`src/rtl/keyword_vote_filter_if.sv`:
```
`default_nettype none
// ----------------------------------------------------------------------------
// Module      : keyword_vote_filter_if
// Description : Bundles the classifier input handshake, the detection event
//               port and the status counters of keyword_vote_filter.
//               The master side drives frames and accepts events; the slave
//               side is the filter.
// Revision    : 1.0 - initial release
// ----------------------------------------------------------------------------
interface keyword_vote_filter_if #(
  parameter int KW_WIDTH = 4
);
  logic                kin_valid;
  logic                kin_ready;
  logic [KW_WIDTH-1:0] kin_keyword;
  logic                det_valid;
  logic                det_ready;
  logic [KW_WIDTH-1:0] det_keyword;
  logic [7:0]          det_count;
  logic [15:0]         frame_count;

  modport master (
    output kin_valid, kin_keyword, det_ready,
    input  kin_ready, det_valid, det_keyword, det_count, frame_count
  );

  modport slave (
    input  kin_valid, kin_keyword, det_ready,
    output kin_ready, det_valid, det_keyword, det_count, frame_count
  );
endinterface
`default_nettype wire

```
`src/rtl/keyword_vote_filter.sv`:
```
`default_nettype none
// ----------------------------------------------------------------------------
// Module      : keyword_vote_filter
// Description : Run-length voting on the per-frame keyword stream. An event is
//               raised after THRESHOLD consecutive identical non-silence
//               frames, held on a single-entry valid/ready port, and followed
//               by a holdoff window of HOLDOFF discarded frames.
// Revision    : 1.0 - initial release
// ----------------------------------------------------------------------------
module keyword_vote_filter #(
  parameter int KW_WIDTH      = 4,
  parameter int THRESHOLD     = 3,
  parameter int HOLDOFF       = 8,
  parameter int SILENCE_CLASS = 0
) (
  input  wire logic           clk,
  input  wire logic           rst_n,
  keyword_vote_filter_if.slave kw_bus
);

  localparam int RUN_W  = $clog2(THRESHOLD + 1);
  localparam int HOLD_W = (HOLDOFF > 0) ? $clog2(HOLDOFF + 1) : 1;

  localparam logic [RUN_W-1:0]    RUN_MAX   = RUN_W'(THRESHOLD);
  localparam logic [RUN_W-1:0]    RUN_ONE   = RUN_W'(1);
  localparam logic [HOLD_W-1:0]   HOLD_INIT = HOLD_W'(HOLDOFF);
  localparam logic [HOLD_W-1:0]   HOLD_ONE  = HOLD_W'(1);
  localparam logic [KW_WIDTH-1:0] SIL_KW    = KW_WIDTH'(SILENCE_CLASS);

  typedef enum logic [1:0] {
    ST_ACCUM   = 2'd0,
    ST_EMIT    = 2'd1,
    ST_HOLDOFF = 2'd2
  } state_t;

  state_t              state_q,       state_d;
  logic [RUN_W-1:0]    run_cnt_q,     run_cnt_d;
  logic [KW_WIDTH-1:0] last_kw_q,     last_kw_d;
  logic                last_valid_q,  last_valid_d;
  logic [HOLD_W-1:0]   hold_cnt_q,    hold_cnt_d;
  logic                det_valid_q,   det_valid_d;
  logic [KW_WIDTH-1:0] det_kw_q,      det_kw_d;
  logic [7:0]          det_count_q,   det_count_d;
  logic [15:0]         frame_count_q, frame_count_d;

  logic                in_xfer;
  logic                out_xfer;
  logic [RUN_W-1:0]    run_next;

  // Input is only stalled while an event waits for the consumer, which keeps
  // input and output transfers mutually exclusive.
  assign kw_bus.kin_ready   = (state_q != ST_EMIT);
  assign kw_bus.det_valid   = det_valid_q;
  assign kw_bus.det_keyword = det_kw_q;
  assign kw_bus.det_count   = det_count_q;
  assign kw_bus.frame_count = frame_count_q;

  assign in_xfer  = kw_bus.kin_valid & kw_bus.kin_ready;
  assign out_xfer = det_valid_q & kw_bus.det_ready;

  // Next-state logic for the voting FSM, run history, event slot and counters.
  always_comb begin
    state_d       = state_q;
    run_cnt_d     = run_cnt_q;
    last_kw_d     = last_kw_q;
    last_valid_d  = last_valid_q;
    hold_cnt_d    = hold_cnt_q;
    det_valid_d   = det_valid_q;
    det_kw_d      = det_kw_q;
    det_count_d   = det_count_q;
    frame_count_d = frame_count_q;
    run_next      = run_cnt_q;

    if (in_xfer) begin
      frame_count_d = frame_count_q + 16'd1;
    end

    case (state_q)
      ST_ACCUM: begin
        if (in_xfer) begin
          if (last_valid_q && (kw_bus.kin_keyword == last_kw_q)) begin
            // A silence run may sit at the ceiling indefinitely.
            run_next = (run_cnt_q < RUN_MAX) ? run_cnt_q + RUN_ONE : run_cnt_q;
          end else begin
            run_next     = RUN_ONE;
            last_kw_d    = kw_bus.kin_keyword;
            last_valid_d = 1'b1;
          end
          run_cnt_d = run_next;
          if ((run_next == RUN_MAX) && (kw_bus.kin_keyword != SIL_KW)) begin
            det_valid_d = 1'b1;
            det_kw_d    = kw_bus.kin_keyword;
            state_d     = ST_EMIT;
          end
        end
      end

      ST_EMIT: begin
        if (out_xfer) begin
          det_valid_d  = 1'b0;
          det_count_d  = (det_count_q != 8'hFF) ? det_count_q + 8'd1 : det_count_q;
          run_cnt_d    = '0;
          last_valid_d = 1'b0;
          if (HOLD_INIT == '0) begin
            state_d = ST_ACCUM;
          end else begin
            state_d    = ST_HOLDOFF;
            hold_cnt_d = HOLD_INIT;
          end
        end
      end

      ST_HOLDOFF: begin
        if (in_xfer) begin
          hold_cnt_d = hold_cnt_q - HOLD_ONE;
          if (hold_cnt_q == HOLD_ONE) begin
            state_d = ST_ACCUM;
          end
        end
      end

      default: begin
        state_d = ST_ACCUM;
      end
    endcase
  end

  // State register; reset drops any pending event and clears all history.
  always_ff @(posedge clk or negedge rst_n) begin
    if (!rst_n) begin
      state_q       <= ST_ACCUM;
      run_cnt_q     <= '0;
      last_kw_q     <= '0;
      last_valid_q  <= 1'b0;
      hold_cnt_q    <= '0;
      det_valid_q   <= 1'b0;
      det_kw_q      <= '0;
      det_count_q   <= '0;
      frame_count_q <= '0;
    end else begin
      state_q       <= state_d;
      run_cnt_q     <= run_cnt_d;
      last_kw_q     <= last_kw_d;
      last_valid_q  <= last_valid_d;
      hold_cnt_q    <= hold_cnt_d;
      det_valid_q   <= det_valid_d;
      det_kw_q      <= det_kw_d;
      det_count_q   <= det_count_d;
      frame_count_q <= frame_count_d;
    end
  end

endmodule
`default_nettype wire

```
`src/flat_wrapper.sv`:
```
// flat-port wrapper written by rule: the top's interface ports become plain ports
module keyword_vote_filter_flat 
#(
  parameter int KW_WIDTH      = 4,
  parameter int THRESHOLD     = 3,
  parameter int HOLDOFF       = 8,
  parameter int SILENCE_CLASS = 0
)
  (clk, rst_n, kw_bus_kin_valid, kw_bus_kin_keyword, kw_bus_det_ready, kw_bus_kin_ready, kw_bus_det_valid, kw_bus_det_keyword, kw_bus_det_count, kw_bus_frame_count);
  keyword_vote_filter_if #(.KW_WIDTH(KW_WIDTH)) kw_bus_i ();
  input  wire logic clk;
  input  wire logic rst_n;
  input wire logic [$bits(kw_bus_i.kin_valid)-1:0] kw_bus_kin_valid;
  input wire logic [$bits(kw_bus_i.kin_keyword)-1:0] kw_bus_kin_keyword;
  input wire logic [$bits(kw_bus_i.det_ready)-1:0] kw_bus_det_ready;
  output wire logic [$bits(kw_bus_i.kin_ready)-1:0] kw_bus_kin_ready;
  output wire logic [$bits(kw_bus_i.det_valid)-1:0] kw_bus_det_valid;
  output wire logic [$bits(kw_bus_i.det_keyword)-1:0] kw_bus_det_keyword;
  output wire logic [$bits(kw_bus_i.det_count)-1:0] kw_bus_det_count;
  output wire logic [$bits(kw_bus_i.frame_count)-1:0] kw_bus_frame_count;
  assign kw_bus_i.kin_valid = kw_bus_kin_valid;
  assign kw_bus_i.kin_keyword = kw_bus_kin_keyword;
  assign kw_bus_i.det_ready = kw_bus_det_ready;
  assign kw_bus_kin_ready = kw_bus_i.kin_ready;
  assign kw_bus_det_valid = kw_bus_i.det_valid;
  assign kw_bus_det_keyword = kw_bus_i.det_keyword;
  assign kw_bus_det_count = kw_bus_i.det_count;
  assign kw_bus_frame_count = kw_bus_i.frame_count;
  keyword_vote_filter #(.KW_WIDTH(KW_WIDTH), .THRESHOLD(THRESHOLD), .HOLDOFF(HOLDOFF), .SILENCE_CLASS(SILENCE_CLASS)) u_core (.clk(clk), .rst_n(rst_n), .kw_bus(kw_bus_i));
endmodule
```
`config.mk`:
```
export PLATFORM = sky130hd
export DESIGN_NAME = keyword_vote_filter_flat
export DESIGN_NICKNAME = d
export VERILOG_FILES = /design/src/rtl/keyword_vote_filter_if.sv /design/src/rtl/keyword_vote_filter.sv /design/src/flat_wrapper.sv
export SDC_FILE = /design/constraint.sdc
export NUM_CORES = 1
export LEC_CHECK = 0
export ABC_AREA = 1
export CAP_MARGIN = 40
export CORE_MARGIN = 2
export CORE_UTILIZATION = 48
export DETAILED_ROUTE_END_ITERATION = 8
export PLACE_DENSITY_LB_ADDON = 0.2
export REMOVE_ABC_BUFFERS = 1
export SETUP_SLACK_MARGIN = 0.15
export SYNTH_ARGS = -nofsm -noshare
export SYNTH_HDL_FRONTEND = slang
export SYNTH_SLANG_ARGS = --single-unit
export TNS_END_PERCENT = 1
```
`constraint.sdc`:
```
create_clock -name clk -period 1.34 [get_ports clk]
set_clock_uncertainty 0.1 [all_clocks]
set_input_delay 0.402 -clock clk [delete_from_list [all_inputs] [get_ports clk]]
set_output_delay 0.402 -clock clk [all_outputs]
set_load 0.02 [all_outputs]
```
==> flow_metrics.env <==
export IMPL_status="finished with violations"
export IMPL_failed_checks="setup timing"
export IMPL_crit_arrival_ns=0.97
export IMPL_portBuffers=37
export IMPL_power_density_nw_per_um2=1580
export IMPL_holdWs_ns=0.391
export IMPL_cts_root_buffer="clkbuf_8"
export IMPL_core_um2=4660
export IMPL_yosys_warnings=0
export IMPL_synth_edf_count=0
export IMPL_fmax_ghz=0.681
export IMPL_initial_core_util=0.490
export IMPL_antenna_found_initial=0
export IMPL_vias=2205
export IMPL_rr_worst_depth=7
export IMPL_cts_sinks=42
export IMPL_ioPinCount=38
export IMPL_startpoint="u_core.state_q[1]"
export IMPL_ys_dominant_reg_cell="dfrtp_1"
export IMPL_vias_per_cell=4.87
export IMPL_async_flop_share=1.00
export IMPL_cts_buffers=5
export IMPL_drt_iter0_drc=169
export IMPL_rsz0062_at_grt="yes"
export IMPL_final_area_um2=3370
export IMPL_drive_gt1_frac=0.396
export IMPL_finalWeightedCongestion=0.825
export IMPL_worstSkewPairLatency_ns=0.30
export IMPL_setup_viol=40
export IMPL_p_leak_uw=0.00187
export IMPL_synth_top_family_by_area="simple AND/OR/NAND/NOR gates"
export IMPL_grt_pass1_wl_um=9330
export IMPL_die_w_um=73.0
export IMPL_cts_max_path_buffers=2
export IMPL_hold_depth=2
export IMPL_syn_to_final_growth_pct=47.5
export IMPL_layout_setup_ws_ns=-0.129
export IMPL_holdPathEnd="u_core.kw_bus.det_keyword[1]"
export IMPL_synth_seq_area_share=0.460
export IMPL_r2r_slack_ns=-0.12
export IMPL_final_fill_count=353
export IMPL_multi_input_area_um2=1240
export IMPL_r2r_start="u_core.kw_bus.det_count[1]"
export IMPL_ir_worst_vdd_uv=733
export IMPL_die_y_um=73.0
export IMPL_rr_endpoint="u_core.kw_bus.det_count[0]"
export IMPL_drv_cap=0
export IMPL_regArea_um2=1050
export IMPL_yosys_area_share_adder=0.0219
export IMPL_endpoint_kind="output port"
export IMPL_most_common_layout_cells="100 x nand2_1, 58 x buf_4, 42 x dfrtp_1"
export IMPL_h_tree_depth=2
export IMPL_worstPathRequired_ns=0.84
export IMPL_yosys_area_share_simple=0.356
export IMPL_grt_overflow=0
export IMPL_synth_ff_latch_count=42
export IMPL_final_antenna_net_count=0
export IMPL_wl_um=5570
export IMPL_fin_crit_sh=1.10
export IMPL_die_area_um2=5320
export IMPL_antenna_cells=0
export IMPL_first_global_vias=2127
export IMPL_synth_mux_area_fraction=0
export IMPL_syn_area_per_cell_um2=7.90
export IMPL_wl_per_cell_um=12.3
export IMPL_grtUsageTotal=0.228
export IMPL_max_slew_margin_rel=0.842
export IMPL_path_clk_slew_ns=0.08
export IMPL_critPathLaunchType="register"
export IMPL_dpl_cell_area_um2=3130
export IMPL_min_from="u_core.kw_bus.det_keyword[1]"
export IMPL_drc=0
export IMPL_synthXorXnorAreaFrac=0.0652
export IMPL_tritoncts="yes"
export IMPL_slew_violations=0
export IMPL_tightest_slew_ns=0.237
export IMPL_critPathMaxFanout=2
export IMPL_critPathKind="reg2out"
export IMPL_synth_cell_types=27
export IMPL_syn_cell_area_um2=2280
export IMPL_layout_commonest_cell="nand2_1"
export IMPL_hp_class="reg2reg"
export IMPL_layout_nets=410
export IMPL_final_hold_viol_count=0
export IMPL_dp_final_hpwl_um=3810
export IMPL_grt_max_degree=43
export IMPL_period_needed_ns=1.47
export IMPL_synth_cells=289
export IMPL_dr_pass1_iters=4
export IMPL_synth_compound_area_frac=0.0367
export IMPL_rows=25
[critical path, cell delays in order (launching register included)]
cell and delay, ns:
dfrtp_1 0.40, inv_2 0.08, nand2_4 0.06, buf_6 0.13
[Yosys cell counts (all sizes together), types with 3 or more instances]
cell    count  share of area
nand3      15          0.038
xor2       12          0.046
o21ai       7          0.020
a21oi       4         0.0088
nor3        5          0.013
nand3b      3         0.0099
inv        35          0.058
nand4      10          0.027
ha          4          0.022
nand2     115           0.20
nor2       26          0.059
dfrtp      42           0.46
xnor2       5          0.019
[how the worst max path moves through the flow]
stage | end | slack [ns]
floorplan | u_core.kw_bus.det_count[5] | -0.29
global placement | u_core.kw_bus.det_keyword[1] | -0.62
detailed placement | u_core.kw_bus.det_keyword[3] | -0.68
CTS | u_core.kw_bus.det_count[0] | -0.12
global route | u_core.kw_bus.det_count[2] | -0.24
finish | kw_bus_kin_ready | -0.13
[state kept, by name (all words and copies together), names as in the netlist]
register and count:
u_core.state_q 2, u_core.last_kw_q 4, u_core.kw_bus.det_keyword 4, u_core.kw_bus.frame_count 16, u_core.kw_bus.det_count 8, u_core.kw_bus.det_valid 1
u_core.run_cnt_q 2, u_core.last_valid_q 1, u_core.hold_cnt_q 4
[area by class of cell]
class / instances / area share
clock buffer: 5 / 0.0204
inverter: 35 / 0.0390
sequential: 42 / 0.312
timing repair buffer: 103 / 0.230
multi-input combinational: 211 / 0.367
clock inverter: 3 / 0.0119
tap: 54 / 0.0201
[metrics by stage]
step                setup TNS (ns)  cells   util  worst slack, ns  power, µW
floorplan                    -4.04    288      -           -0.285       2940
global placement            -20.54    433  0.671           -0.618       3960
detailed placement          -21.79    433  0.671           -0.681       4020
CTS                          -2.46    451  0.696           -0.117       5100
global route                 -6.11    453  0.723           -0.243       5680
finish                       -2.08    453  0.723           -0.129       5320
[per-layer routing]
| layer | up-vias | GRT usage | wire, µm |
|---|---|---|---|
| li1 | 1124 | - | - |
| met1 | 1032 | 0.295 | 2570 |
| met2 | 37 | 0.372 | 2700 |
| met3 | 12 | 0.0525 | 174 |
| met4 | 0 | 0.0864 | 123 |
| met5 | - | 0 | 0 |
[cell families (layout without fill, tap and decap cells)]
family | Yosys count | count (layout)
AND/OR/NAND/NOR | 177 | 177
AO/OA/AOI/OAI | 13 | 13
buffers and inverters | 36 | 146
flip-flops | 42 | 42
XOR/XNOR | 17 | 17
adder cells (fa/ha/maj) | 4 | 4
[repair_timing]
item	4_1_cts	5_1_grt
hold endpoints to repair	42	0
hold buffers	1	0
resized for setup	153	34
setup buffers	9	2
endpoints found under the setup margin	72	72
pin swaps	16	18
[power breakdown]
group	switching, µW	internal [µW]
registers	232	1570
logic	1400	1130
clock network	446	549
Note: power is estimated with default switching activity, not from simulation.
